<file path="src/rtl/rf_scan_reader_pkg.sv">
// Shared types and default sizes for the register-file scan reader.
// The defaults match the 32x32 general-purpose register file this block reads.
package rf_scan_reader_pkg;

    localparam int NREG_DEF = 32;
    localparam int AW_DEF   = 5;
    localparam int DW_DEF   = 32;

    typedef enum logic [1:0] {
        IDLE,
        READ,
        EMIT,
        DONE
    } scanState_t;

endpackage

</file>
<file path="src/rtl/rf_scan_reader_if.sv">
// Control, register-file read port and output stream of the scan reader.
// The master modport is the reader's side; the slave modport is the side of the surrounding logic.
interface rf_scan_reader_if
    import rf_scan_reader_pkg::*;
#(
    parameter int AW = AW_DEF,
    parameter int DW = DW_DEF
) ();

    logic          start;
    logic          abort;
    logic          busy;
    logic          done;
    logic [AW-1:0] rf_addr;
    logic [DW-1:0] rf_data;
    logic          out_valid;
    logic          out_ready;
    logic [AW-1:0] out_addr;
    logic [DW-1:0] out_data;
    logic          out_last;
    logic [AW:0]   count;

    modport master (
        input  start, abort, rf_data, out_ready,
        output busy, done, rf_addr, out_valid, out_addr, out_data, out_last, count
    );

    modport slave (
        output start, abort, rf_data, out_ready,
        input  busy, done, rf_addr, out_valid, out_addr, out_data, out_last, count
    );

endinterface

</file>
<file path="src/rtl/rf_scan_reader.sv">
// Walks register addresses 0..NREG-1 through one read port and streams (address, data) pairs out.
// Defining RF_SCAN_SKIP_ZERO_EN drops registers that read as zero from the stream.
module rf_scan_reader
    import rf_scan_reader_pkg::*;
#(
    parameter int NREG = NREG_DEF,
    parameter int AW   = AW_DEF,
    parameter int DW   = DW_DEF
) (
    input  logic             clk,
    input  logic             rst_n,
    rf_scan_reader_if.master bus
);

`ifdef RF_SCAN_SKIP_ZERO_EN
    localparam bit SKIP_ZERO = 1'b1;
`else
    localparam bit SKIP_ZERO = 1'b0;
`endif

    localparam logic [AW-1:0] LAST_IDX = AW'(NREG - 1);
    localparam logic [AW-1:0] IDX_ONE  = AW'(1);
    localparam logic [AW:0]   CNT_ONE  = (AW + 1)'(1);

    scanState_t    state;
    logic [AW-1:0] index;
    logic          busyReg;
    logic          doneReg;
    logic          validReg;
    logic [AW-1:0] addrReg;
    logic [DW-1:0] dataReg;
    logic          lastReg;
    logic [AW:0]   countReg;

    // rf_addr follows the index, so it holds the last scanned address outside READ
    assign bus.rf_addr   = index;
    assign bus.busy      = busyReg;
    assign bus.done      = doneReg;
    assign bus.out_valid = validReg;
    assign bus.out_addr  = addrReg;
    assign bus.out_data  = dataReg;
    assign bus.out_last  = lastReg;
    assign bus.count     = countReg;

    // Abort outranks everything else while busy, including a handshake in the same cycle
    always_ff @(posedge clk or negedge rst_n) begin
        if (!rst_n) begin
            state    <= IDLE;
            index    <= '0;
            busyReg  <= 1'b0;
            doneReg  <= 1'b0;
            validReg <= 1'b0;
            addrReg  <= '0;
            dataReg  <= '0;
            lastReg  <= 1'b0;
            countReg <= '0;
        end else if (state != IDLE && bus.abort) begin
            state    <= IDLE;
            busyReg  <= 1'b0;
            doneReg  <= 1'b0;
            validReg <= 1'b0;
        end else begin
            case (state)
                IDLE: begin
                    if (bus.start && !bus.abort) begin
                        state    <= READ;
                        busyReg  <= 1'b1;
                        index    <= '0;
                        countReg <= '0;
                    end
                end
                READ: begin
                    if (SKIP_ZERO && bus.rf_data == '0) begin
                        if (index == LAST_IDX) begin
                            state   <= DONE;
                            doneReg <= 1'b1;
                        end else begin
                            index <= index + IDX_ONE;
                        end
                    end else begin
                        dataReg  <= bus.rf_data;
                        addrReg  <= index;
                        lastReg  <= (index == LAST_IDX);
                        validReg <= 1'b1;
                        state    <= EMIT;
                    end
                end
                EMIT: begin
                    if (bus.out_ready) begin
                        validReg <= 1'b0;
                        countReg <= countReg + CNT_ONE;
                        if (index == LAST_IDX) begin
                            state   <= DONE;
                            doneReg <= 1'b1;
                        end else begin
                            index <= index + IDX_ONE;
                            state <= READ;
                        end
                    end
                end
                DONE: begin
                    doneReg <= 1'b0;
                    busyReg <= 1'b0;
                    state   <= IDLE;
                end
                default: begin
                    state <= IDLE;
                end
            endcase
        end
    end

endmodule

</file>
<file path="src/flat_wrapper.sv">
// flat-port wrapper written by rule: the top's interface ports become plain ports
module rf_scan_reader_flat import rf_scan_reader_pkg::*;
#(
    parameter int NREG = NREG_DEF,
    parameter int AW   = AW_DEF,
    parameter int DW   = DW_DEF
)
  (clk, rst_n, bus_start, bus_abort, bus_rf_data, bus_out_ready, bus_busy, bus_done, bus_rf_addr, bus_out_valid, bus_out_addr, bus_out_data, bus_out_last, bus_count);
  rf_scan_reader_if #(.AW(AW), .DW(DW)) bus_i ();
  input  logic clk;
  input  logic rst_n;
  input wire logic [$bits(bus_i.start)-1:0] bus_start;
  input wire logic [$bits(bus_i.abort)-1:0] bus_abort;
  input wire logic [$bits(bus_i.rf_data)-1:0] bus_rf_data;
  input wire logic [$bits(bus_i.out_ready)-1:0] bus_out_ready;
  output wire logic [$bits(bus_i.busy)-1:0] bus_busy;
  output wire logic [$bits(bus_i.done)-1:0] bus_done;
  output wire logic [$bits(bus_i.rf_addr)-1:0] bus_rf_addr;
  output wire logic [$bits(bus_i.out_valid)-1:0] bus_out_valid;
  output wire logic [$bits(bus_i.out_addr)-1:0] bus_out_addr;
  output wire logic [$bits(bus_i.out_data)-1:0] bus_out_data;
  output wire logic [$bits(bus_i.out_last)-1:0] bus_out_last;
  output wire logic [$bits(bus_i.count)-1:0] bus_count;
  assign bus_i.start = bus_start;
  assign bus_i.abort = bus_abort;
  assign bus_i.rf_data = bus_rf_data;
  assign bus_i.out_ready = bus_out_ready;
  assign bus_busy = bus_i.busy;
  assign bus_done = bus_i.done;
  assign bus_rf_addr = bus_i.rf_addr;
  assign bus_out_valid = bus_i.out_valid;
  assign bus_out_addr = bus_i.out_addr;
  assign bus_out_data = bus_i.out_data;
  assign bus_out_last = bus_i.out_last;
  assign bus_count = bus_i.count;
  rf_scan_reader #(.NREG(NREG), .AW(AW), .DW(DW)) u_core (.clk(clk), .rst_n(rst_n), .bus(bus_i));
endmodule
</file>
<file path="config.mk">
export PLATFORM = sky130hd
export DESIGN_NAME = rf_scan_reader_flat
export DESIGN_NICKNAME = d
export VERILOG_FILES = /design/src/rtl/rf_scan_reader_pkg.sv /design/src/rtl/rf_scan_reader_if.sv /design/src/rtl/rf_scan_reader.sv /design/src/flat_wrapper.sv
export SDC_FILE = /design/constraint.sdc
export NUM_CORES = 1
export LEC_CHECK = 0
export CORE_ASPECT_RATIO = 0.6
export CORE_MARGIN = 4
export CORE_UTILIZATION = 47
export DETAILED_ROUTE_END_ITERATION = 6
export GPL_TIMING_DRIVEN = 0
export PLACE_DENSITY = 0.9
export SLEW_MARGIN = 10
export SYNTH_ARGS = -nofsm -noshare
export SYNTH_HDL_FRONTEND = slang
export SYNTH_SLANG_ARGS = --single-unit
</file>
<file path="constraint.sdc">
create_clock -name clk -period 3.36 [get_ports clk]
set_clock_uncertainty 0.05 [all_clocks]
set_input_delay 0.504 -clock clk [delete_from_list [all_inputs] [get_ports clk]]
set_output_delay 0.504 -clock clk [all_outputs]
set_load 0.05 [all_outputs]
</file>
# ---- After elaboration in Yosys (flattened, before gate mapping)
# Cells that the tools add are included.
dict set report op_classes {
  add_sub_neg 2
  multipliers 0
  div 0
  magnitude_cmp 0
  n_eq_ne 10
  n_shift 0
  muxes 22
  bitwise 1
  reduce_logical 16
}
# op count
set op_table {}
lappend op_table {{5-bit 2-to-1 mux} 3}
lappend op_table {{6-bit 2-to-1 mux} 2}
lappend op_table {{6-bit one-hot mux with 2 select lines} 1}
lappend op_table {{5-bit one-hot mux with 2 select lines} 1}
lappend op_table {{3-bit nonzero test} 3}
lappend op_table {{2-bit 2-to-1 mux} 4}
lappend op_table {{2-bit one-hot mux with 4 select lines} 1}
lappend op_table {{2-bit AND reduction} 4}
lappend op_table {{1-bit 2-to-1 mux} 7}
lappend op_table {{6-bit by 1-bit adder with 6-bit output (second input constant)} 1}
lappend op_table {{3-bit by 1-bit != test with 1-bit output (second input constant)} 2}
lappend op_table {{1-bit one-hot mux with 2 select lines} 3}
lappend op_table {{5-bit by 1-bit adder with 5-bit output (second input constant)} 1}
lappend op_table {{5-bit equality test (second input constant)} 1}
lappend op_table {{5-bit AND reduction} 1}
lappend op_table {{2-bit equality test (second input constant)} 2}
lappend op_table {{2-bit != test (second input constant)} 2}
lappend op_table {{4-bit AND reduction} 1}
lappend op_table {{2-bit nonzero test} 2}
lappend op_table {{3-bit by 2-bit != test with 1-bit output (second input constant)} 1}
lappend op_table {{3-bit AND reduction} 1}
lappend op_table {{2-bit by 1-bit equality test with 1-bit output (second input constant)} 1}
lappend op_table {{1-bit logical AND} 2}
lappend op_table {{2-bit zero test} 1}
lappend op_table {{3 further kinds} 3}
dict set report totals {
  reg_bits 54
  latchBits 0
  ramBits 0
  romBits 0
  elab_cells 60
  memories 0
}

# ---- Depth between registers and ports, before layout
dict set report logic_depth {
  ltp_word 5
  depth_mapped 9
  ltp_nobuf 7
}

# ---- Worst setup path after synthesis
# OpenSTA, ideal clock, no wires.
dict set report synth_path {
  path_kind {reg2reg}
  startpoint {register u_core.index[0] (netlist: u_core.bus.rf_addr[0])}
  endpoint {register u_core.index[3] (netlist: u_core.bus.rf_addr[3])}
  arrival_ns 1.990
  slack_ns 1.175
  path_stages_with_launch 9
  n_path_buf 1
  synth_period_minus_slack_ns 2.185
  path_cell_list {dfrtp_1 -> ha_1 -> and3_1 -> ha_1 -> clkbuf_1 -> nand4b_1 -> and2_1 -> o21ai_0 -> o31ai_1}
}
dict set report synth_between {
  elab_chain_len 4
  elab_cells_between_ends 7
  classes_between {1 x add/sub; 2 x eq/ne; 3 x mux; 1 x reduce/logical}
}
# element line_no
set synth_rtl {}
lappend synth_rtl {{start: declaration} rf_scan_reader.sv:26} ;# logic [AW-1:0] index;
lappend synth_rtl {{start signal: assignment} rf_scan_reader.sv:78} ;# index <= index + IDX_ONE;
lappend synth_rtl {{start signal: assignment} rf_scan_reader.sv:96} ;# index <= index + IDX_ONE;
lappend synth_rtl {{5-bit by 1-bit adder with 5-bit output} rf_scan_reader.sv:96}
lappend synth_rtl {{5-bit 2-to-1 mux} rf_scan_reader.sv:92} ;# if (index == LAST_IDX) begin
lappend synth_rtl {{5-bit 2-to-1 mux} rf_scan_reader.sv:89} ;# if (bus.out_ready) begin
lappend synth_rtl {{5-bit one-hot mux with 2 select lines} rf_scan_reader.sv:63} ;# case (state)
# Several ways; a longest one is shown, not always the timed one. The select of a mux whose other input is x is not followed.
# A chain may end at the register's enable or synchronous reset.

# ---- Worst setup path after layout
dict set report layout_path {
  startpoint {register u_core.state[0]}
  endpoint {register u_core.countReg[5] (netlist: u_core.bus.count[5])}
}
dict set report layout_between {
  elab_chain_len 4
  elab_cells_between_ends 10
  classes_between {3 x eq/ne; 1 x mux; 1 x bitwise; 5 x reduce/logical}
}
# element line_no
set layout_rtl {}
lappend layout_rtl {{start: declaration} rf_scan_reader.sv:25} ;# scanState_t state;
lappend layout_rtl {{start signal: assignment} rf_scan_reader.sv:48} ;# state <= IDLE;
lappend layout_rtl {{start signal: assignment} rf_scan_reader.sv:58} ;# state <= IDLE;
lappend layout_rtl {{start signal: assignment} rf_scan_reader.sv:66} ;# state <= READ;
lappend layout_rtl {{branches (longest 4 deep; another with 4-bit AND reduction)} -}
lappend layout_rtl {{end signal: assignment} rf_scan_reader.sv:91} ;# countReg <= countReg + CNT_ONE;
lappend layout_rtl {{end: declaration} rf_scan_reader.sv:33} ;# logic [AW:0] countReg;
# Several ways; the timed one is not identified.

==> impl_metrics.tcl <==
set metrics [dict create \
    status "finished clean" \
    worstPathCellList "inv_1 > ha_1 > buf_4 > mux2i_1 > or3_1 > buf_2 > clkbuf_1 > a22oi_1 > o41ai_1" \
    antenna_cells 0 \
    endpoint_kind "flip-flop" \
    placed_cell_area_um2 3340 \
    synth.distinct_cells 29 \
    p_clk_share_pct 10.6 \
    switchingPower_uw 1640 \
    wire_per_inst_um 15.9 \
    rsz0062_at_grt "no" \
    max_stage_delay_ns 0.45 \
    postCtsSetupBuffers 0 \
    fp-row-count 19 \
    fp.dieArea_um2 6260 \
    critPathTopFamily "buffers and inverters" \
    crit_slowest_cell "dfrtp_1" \
    p_int_uw 1860 \
    ys.flop_type "dfrtp_1" \
    drv_cap 0 \
    start_kind "flip-flop" \
    slew_headroom_pct 59.9 \
    root_buffer "clkbuf_8" \
    io_pins 89 \
    critPathBufInv 4 \
    clock_latency_ns 0.30 \
    cp.required_ns 3.50 \
    fp.dieH_um 62.9 \
    setup_violations 0 \
    yosysSeqAreaShare_pct 57.2 \
    avgSynthCellArea_um2 12.7 \
    viasPerCell 5.12 \
    finalWorstPathRequiredPeriod_ns 2.24 \
    layout.nets 327 \
    detailed_place_hpwl_um 4340 \
    tns_ns 0 \
    crit_arrival_ns 2.38 \
    combPwrFrac_pct 59.0 \
    dr_total_vias 1770 \
    area_delta_synth_final_pct 45.3 \
    gr-total-overflow 0 \
    maxUsedRoutingLayer "met4" \
    synthesis.nets 231 \
    p_per_area_nw_per_um2 1020 \
    synth.largest_area_cell "dfrtp_1" \
    antenna_found_initial 0 \
    critical_path.max_fanout 10 \
    period_share_pct 66.8 \
    cts_buffers 5 \
    cts.sinks 54 \
    routed_wl_um 5510 \
    met1Wirelength_um 2360 \
    firstDrtPassIters 4 \
    ys_top_cells_by_area "dfrtp_1, mux2_2, ha_1" \
    grt_use_total_pct 18.1 \
    cts_tree "done" \
    port_buffers 88 \
    fin_util_pct 72.9 \
    synthMostInstantiatedCell "dfrtp_1" \
    drive_above_1_share_pct 19.1 \
    initial_core_util_pct 50.2 \
    drc 0 \
    grt_pass1_vias 1827 \
    synthesis.area_um2 2360 \
    dr_wl_met2_um 2670 \
    finalHoldViolations 0 \
    p_total_uw 3500 \
    dr_wl_met3_um 458 \
    grt_pass1_wl_um 8950 \
    hold_buffers 0 \
    worstSetupPathType "flip-flop to flip-flop" \
    worst_pin_slew_ns 0.601 \
    drtAntennaViolNets 0 \
    maxSlewViolCount 0 \
    synth.ff_latch_count 54 \
    chipWidth_um 99.6 \
    path_clk_slew_ns 0.10 \
    core_area_um2 4710 \
    h-tree-depth 2 \
    drt_iter0_markers 63 \
    p_leak_uw 0.00147 \
    cts_resized 0 \
    hold_class "input port to async pin" \
    pwr-share-seq_pct 30.3 \
    synth_top_area_share_pct 57.2 \
    p_sw_share_pct 47.0 \
    synth-edff-count 0 \
    fin_ws_ns 1.12 \
    ir_worst_vdd_uv 714 \
    async_reset_ff_share_pct 100 \
    cts_buffer_depth 2 \
    synth_commonest_cells "dfrtp_1, mux2_2, nand2_1, o21ai_0, nand3_1" \
    routabilityCongestion 0.812 \
    grt_max_degree 30 \
    synth_cells 186 \
    max_freq_ghz 0.446 \
    fin_area_um2 3430 \
    pre_cts_slack_ns 0.891 \
    ys.warnings.count 0 \
]
worst reg2reg max path, delay by kind of cell (launching register included):
family | cells | cell delay, ns
simple gates | 1 | 0.30
fa+ha+maj | 1 | 0.22
compound gates | 2 | 0.32
buf+inv | 4 | 0.68
mux | 1 | 0.11
flops | 1 | 0.45
per-layer routing:
metal / vias up / track usage [%]
met5: - / 0
met4: 0 / 2.39
met3: 4 / 6.69
met2: 57 / 29.9
met1: 861 / 23.3
li1: 848 / -
cell families (layout without fill, tap and decap cells):
logic type               Yosys count  in the layout  share of synthesized area [%]
multiplexers                      41             41                           19.4
flip-flops                        54             54                           57.2
AND/OR/NAND/NOR                   41             41                           9.11
AO/OA/AOI/OAI                     27             27                           7.31
adder cells (fa/ha/maj)            8              8                           4.24
buffers and inverters             15            112                           2.75
layout by cell type, fill, tap and decap left out, types with 2 or more instances in the layout:
cell | Yosys | routed
a21oi_1 | 3 | 3
and2_1 | 3 | 3
and3_1 | 3 | 3
buf_2 | 4 | 5
clkbuf_1 | 4 | 4
clkbuf_8 | 0 | 6
clkdlybuf4s50_1 | 0 | 87
dfrtp_1 | 54 | 54
ha_1 | 8 | 8
inv_1 | 6 | 6
mux2_2 | 39 | 39
mux2i_1 | 2 | 2
nand2_1 | 10 | 10
nand2b_1 | 5 | 5
nand3_1 | 9 | 9
nor2_1 | 3 | 3
nor2b_1 | 3 | 3
o21ai_0 | 10 | 10
o311ai_1 | 2 | 2
o31ai_1 | 5 | 5
o41ai_1 | 2 | 2
or3_1 | 2 | 2
worst paths after layout:
kind	startpoint	slack [ns]	cells after the start	to
setup / recovery	u_core.state[0]$_DFFE_PN0P_	1.12	9	u_core.bus.count[5]$_DFFE_PN0P_
hold / removal	rst_n	0.15	1	u_core.bus.done$_DFFE_PN0P_
setup reg to reg	u_core.state[0]$_DFFE_PN0P_	1.12	9	u_core.bus.count[5]$_DFFE_PN0P_
hold reg to reg	u_core.bus.out_data[23]$_DFFE_PN0P_	0.46	1	u_core.bus.out_data[23]$_DFFE_PN0P_
max in group asynchronous	rst_n	2.55	2	u_core.bus.out_data[17]$_DFFE_PN0P_
min in group clk	u_core.bus.out_data[23]$_DFFE_PN0P_	0.46	1	u_core.bus.out_data[23]$_DFFE_PN0P_
layout make-up:
cell class                      instances  area, µm²
Timing Repair Buffer                   89        896
Fill cell                             337       1270
Buffer                                  9       42.5
Clock buffer                            6       82.6
Clock inverter                          2       12.5
Tap cell                               63       78.8
Inverter                                6       22.5
Sequential cell                        54       1350
Multi-Input combinational cell        117        947
power groups by stage:
| stage | sequential, µW | clock (µW) | combinational [µW] |
|---|---|---|---|
| 6_report | 1060 | 373 | 2070 |
| 5_1_grt | 1100 | 411 | 2170 |
| 4_1_cts | 1060 | 381 | 2090 |
| 3_5_place_dp | 1080 | 0 | 2080 |
| 3_3_place_gp | 1050 | 0 | 2050 |
| 2_1_floorplan | 1900 | 0 | 554 |
per-stage QoR:
stage,instances,hold WS (ns)
after CTS,346,0.162
after global placement,337,0.435
after detailed placement,338,0.442
after global routing,346,0.178
after floorplan,186,0.158
final,346,0.148
flip-flops by register name, indices dropped and copies added (netlist names):
| name | flops |
|---|---|
| u_core.bus.out_data | 32 |
| u_core.bus.count | 6 |
| u_core.bus.out_addr | 5 |
| u_core.bus.rf_addr | 5 |
| u_core.state | 2 |
| u_core.bus.busy | 1 |
| u_core.bus.done | 1 |
| u_core.bus.out_last | 1 |
| u_core.bus.out_valid | 1 |
Note: power is estimated with default switching activity, not from simulation.
==> edit 1: new RTL, same settings <==
`AW_DEF`: 5 -> 6.
--- a/src/rtl/rf_scan_reader_pkg.sv
+++ b/src/rtl/rf_scan_reader_pkg.sv
@@ -3,7 +3,7 @@
 package rf_scan_reader_pkg;
 
     localparam int NREG_DEF = 32;
-    localparam int AW_DEF   = 5;
+    localparam int AW_DEF   = 6;
     localparam int DW_DEF   = 32;
 
     typedef enum logic [1:0] {
Ports: changed (resized bus_count, bus_out_addr and bus_rf_addr); port bits go from 89 to 92. The function was not compared with the original's and may differ.
==> edit 1 against the unedited design <==
  * Synthesized area up 6.0%
  * Cell area up 7.1%
  * Total power up 12%
  * Worst setup slack better by 0.015 ns
  * Die area up 5.4%
  * Worst hold slack better by 0.023 ns
  * Wire length up 9.7%
  * Count of clock-buffer cells in the layout up 4
  * Sequential cell count up 3
==> edit 1: results (changes against the unedited design) <==
The worst hold slack is 0.171 ns (was 0.148 ns), and the register-to-register path setup slack is 1.25 ns (was 1.12 ns). The area fraction in compound gates after synthesis was 9.54% (was 7.31%). Power per standard cell area: 1070 nW/µm² (was 1020 nW/µm²). The mux cell area share after synthesis is 18.7% (was 19.4%), and the number of instances in the synthesized netlist is 199 (was 186). The run finished with clean final reports. The filler-free cell count of the finished design was 370 (was 346); the maximum vdd drop was 0.723 mV (was 0.714 mV).

The met1 capacity usage during global routing was 23.4% (was 23.3%). The cell leakage power was 1.58 nW (was 1.47 nW); the cell count after placement was 356 (was 338). Critical register-to-register path endpoint: u_core.bus.out_data[10]$_DFFE_PN0P_ (was u_core.bus.count[5]$_DFFE_PN0P_). The layout overhead on the synthesized area came out at 46.9% (was 45.3%). The switching fraction of total power is 45.5% (was 47.0%), and the number of levels in the clock H-tree is 3 (was 2).

The tools report the met2 track utilization from global routing as 29.9% (about the same). The capture point of the worst path was bus_rf_addr[2] (was u_core.bus.count[5]$_DFFE_PN0P_). The met1 routed wirelength after detailed routing is 2.46 mm (was 2.36 mm). The run gives 56.1% (was 59.0%) as the fraction of power consumed by combinational cells. The logs give 2.68 mm (was 2.67 mm) for the routed length on met2 and 449 MHz (was 446 MHz) for the timing-limited maximum frequency. The startpoint of the worst setup timing path is u_core.bus.rf_addr[2]$_DFFE_PN0P_ (was u_core.state[0]$_DFFE_PN0P_). The synthesized netlist net count was 243 (was 231); the portion of the post-synthesis area used by sequential elements was 56.9% (was 57.2%).

The tools report the met3 routed wirelength as 827 µm (was 458 µm). The synthesized-area fraction occupied by adder cells came out at 3.50% (was 4.24%). The half-perimeter wire length of the detailed placement result is 4.39 mm (was 4.34 mm), and the highest cell delay on the worst timing path is 0.86 ns (was 0.45 ns). Most frequent cells after synthesis: 57 x dfrtp_1, 39 x mux2_2, 17 x nand2_1 (was 54 x dfrtp_1, 39 x mux2_2, 10 x nand2_1, 10 x o21ai_0, 9 x nand3_1). The total clock network power is 0.610 mW (was 0.373 mW). The number of cells on the worst reg-to-reg path is 6 (was 9). For the global placement routability congestion, the log shows 0.784 (was 0.812).

The fraction of final layout cells sized beyond drive strength 1 was 20.7% (was 19.1%). Cell with the largest stage delay on the worst path: clkdlybuf4s50_1 (was dfrtp_1).
edit 1: cell count changes in the layout (fill, tap and decap cells not counted), moves of 3 or more:
cell             change
a2bb2oi_1            +3
clkbuf_1             -3
a21oi_1              +5
clkdlybuf4s50_1      +3
nor2_1               +3
o21ai_0              -5
clkbuf_8             +4
nand2_1              +7
o21ai_1              +5
dfrtp_1              +3
edit 1: final cells by class:
cell class / count / share of cell area, %
flip-flops and latches: 57 / 38.8
multi-input cells: 131 / 27.8
repair buffers: 91 / 24.7
clock buffers: 10 / 3.74
well taps: 66 / 2.24
clock inverters: 4 / 1.22
plain buffers: 7 / 1.09
inverters: 4 / 0.408
edit 1: kinds of logic (layout without fill, tap and decap cells):
logic type               count (synthesis)  count (layout)
adder cells (fa/ha/maj)                  7               7
multiplexers                            42              42
AO/OA/AOI/OAI                           37              37
AND/OR/NAND/NOR                         45              45
buffers and inverters                   11             116
flip-flops                              57              57
==> edit 2: new RTL, config.mk and constraints unchanged <==
Made on the original files. Reset style: synchronous (`rst_n`), changed in one clocked block.
--- a/src/rtl/rf_scan_reader.sv
+++ b/src/rtl/rf_scan_reader.sv
@@ -43,7 +43,7 @@
     assign bus.count     = countReg;
 
     // Abort outranks everything else while busy, including a handshake in the same cycle
-    always_ff @(posedge clk or negedge rst_n) begin
+    always_ff @(posedge clk) begin
         if (!rst_n) begin
             state    <= IDLE;
             index    <= '0;
Behaviour: differs if rst_n is asserted again (counterexample within 4 cycles, from zero or initial values and one cycle with rst_n low); with rst_n held inactive, the same outputs for 10 cycles.
==> edit 2 against the unedited design <==
  * Synthesized area is 9.8% lower
  * Sequential cell count stayed put
  * Sequential share of layout area is 5.6 points lower
  * Worst setup slack better by 0.082 ns
  * Cell area is 6.8% lower
  * Wire length is 6.4% higher
  * Worst hold slack better by 0.26 ns
  * Utilization is 2.7 points higher
  * Die area is 8.9% lower
  * Critical endpoint is now bus_rf_addr[2]
  * Largest cell class unchanged
  * Highest routed layer unchanged
Power is not compared: it rests on default switching activity, and its combinational part moved more than twofold at a synthesized area within 25%.
==> edit 2: results (changes against the unedited design) <==
Synth area leaders: dfxtp_1 51%, nand2_1 14%, a21oi_1 11%, nor2_1 1.9%, o21ai_0 1.9% (was dfrtp_1 57%, mux2_2 19%, ha_1 4.2%, o21ai_0 2.1%, nand3_1 1.9%). The number of buffers created by CTS was 5 (unchanged); the pin slew with the least headroom to its limit was 0.530 ns (was 0.601 ns). The startpoint of the worst setup timing path is u_core.bus.rf_addr[2]$_SDFFE_PN0P_ (was u_core.state[0]$_DFFE_PN0P_). The worst hold-check path type is reg2reg (was in2async).

Most frequent cells after synthesis: 82 x nand2_1, 54 x dfxtp_1, 45 x a21oi_1 (was 54 x dfrtp_1, 39 x mux2_2, 10 x nand2_1, 10 x o21ai_0, 9 x nand3_1). Clock latency at the later pin of the worst-skew pair: 0.31 ns. In this run the most critical hold path is launched from u_core.bus.out_data[27]$_SDFFE_PN0P_.

For the portion of the post-synthesis area used by sequential elements, the log shows 50.7% (was 57.2%). The fraction of final layout cells sized beyond drive strength 1 is 6.72% (was 19.1%). The final setup slack of the worst path is 1.20 ns (was 1.12 ns), and the detailed-route vias per instance is 5.06 (was 5.12).

The share of synthesized flip-flops with an asynchronous set or reset was 0% (was 100%). The number of cells on the worst reg-to-reg path works out to 7 (was 9). The logs give 0 (unchanged) for the number of diodes and 0 (unchanged) for the number of setup buffers added after CTS.

The highest cell delay on the worst timing path is 0.85 ns (was 0.45 ns). The half-perimeter wire length of the detailed placement result was 4.57 mm (was 4.34 mm). The register-to-register path setup slack was 1.34 ns (was 1.12 ns); the critical path arrival was 1.61 ns (was 2.38 ns). The capture point of the worst path is bus_rf_addr[2] (was u_core.bus.count[5]$_DFFE_PN0P_). The synthesized netlist net count is 301 (was 231), and the count of input and output buffers is 88 (unchanged). The source of the worst register-to-register timing path was u_core.bus.rf_addr[0]$_SDFFE_PN0P_ (was u_core.state[0]$_DFFE_PN0P_).

The critical register-to-register path endpoint is u_core.bus.rf_addr[2]$_SDFFE_PN0P_ (was u_core.bus.count[5]$_DFFE_PN0P_). The run gives 1966 (was 1827) as the number of global-route vias before repair. The tools report the number of optimization iterations in the first detailed-route pass as 4 (unchanged).

The run gives 9.48 mm (was 8.95 mm) as the first-pass GRT wire length. The run finished with clean final reports. Peak fanout along the critical path: 6 (was 10). The clock slew at the register clock pins of the worst setup and hold paths works out to 0.10 ns (about the same).

The maximum number of pins on one net before global-route repair came out at 18 (was 30). The overall routing resource usage is 21.5% (was 18.1%). The number of gates given a new drive strength after cts was 0 (unchanged). The cell with the largest stage delay on the worst path was clkdlybuf4s50_1 (was dfrtp_1). The logs give 0.793 (was 0.812) for the global placement routability congestion and 39 (was 29) for the number of library cell types mapped by synthesis. The final net count was 396 (was 327); the overall routed net length was 5.86 mm (was 5.51 mm).

The detailed router's first-iteration violation count was 91 (was 63).
[edit 2: worst min path at each step]
stage                     slack [ns]  cells after the start                                    to
after global routing            0.42                      2   u_core.bus.out_data[4]$_SDFFE_PN0P_
final                           0.41                      2  u_core.bus.out_data[27]$_SDFFE_PN0P_
after global placement          0.39                      2  u_core.bus.out_data[21]$_SDFFE_PN0P_
after detailed placement        0.40                      2   u_core.bus.out_data[5]$_SDFFE_PN0P_
after CTS                       0.41                      2   u_core.bus.out_data[5]$_SDFFE_PN0P_
after floorplan                 0.53                      1          u_core.state[1]$_SDFFE_PP0P_
[edit 2: cell families after synthesis]
logic type      count (synthesis)  share of synthesized area (%)
xor+xnor                        2                          0.822
compound gates                 66                           18.4
mux                             1                          0.528
fa+ha+maj                       3                           1.76
buf+inv                        20                           4.40
simple gates                  115                           23.4
flops                          54                           50.7
[edit 2: cell type report]
type	count	area, µm²
Clock buffer	5	68.8
Fill cell	332	1030
Inverter	5	18.8
Timing Repair Buffer	88	881
Tap cell	60	75.1
Multi-Input combinational cell	187	956
Buffer	15	75.1
Clock inverter	3	45.0
Sequential cell	54	1080
[edit 2: metrics by stage]
step / power (mW) / hold slack (ns) / area (µm²) / cells
after floorplan: 0.754 / 0.533 / 2130 / 261
after global placement: 0.830 / 0.391 / 3090 / 409
after detailed placement: 0.832 / 0.396 / 3090 / 409
after CTS: 1.26 / 0.409 / 3200 / 417
after global routing: 1.30 / 0.423 / 3200 / 417
final: 1.26 / 0.408 / 3200 / 417
[edit 2: per-layer routing]
metal  global-route usage [%]  routed length (µm)
met1                     28.5                2750
met2                     34.2                2510
met3                     7.30                 564
met4                     4.93                  34
met5                        0                   0
[edit 2: where the power goes]
| part | total, mW | switching (mW) | internal [mW] |
|---|---|---|---|
| Sequential | 0.658 | 0.00689 | 0.651 |
| Combinational | 0.160 | 0.0876 | 0.0723 |
| Clock | 0.438 | 0.216 | 0.222 |
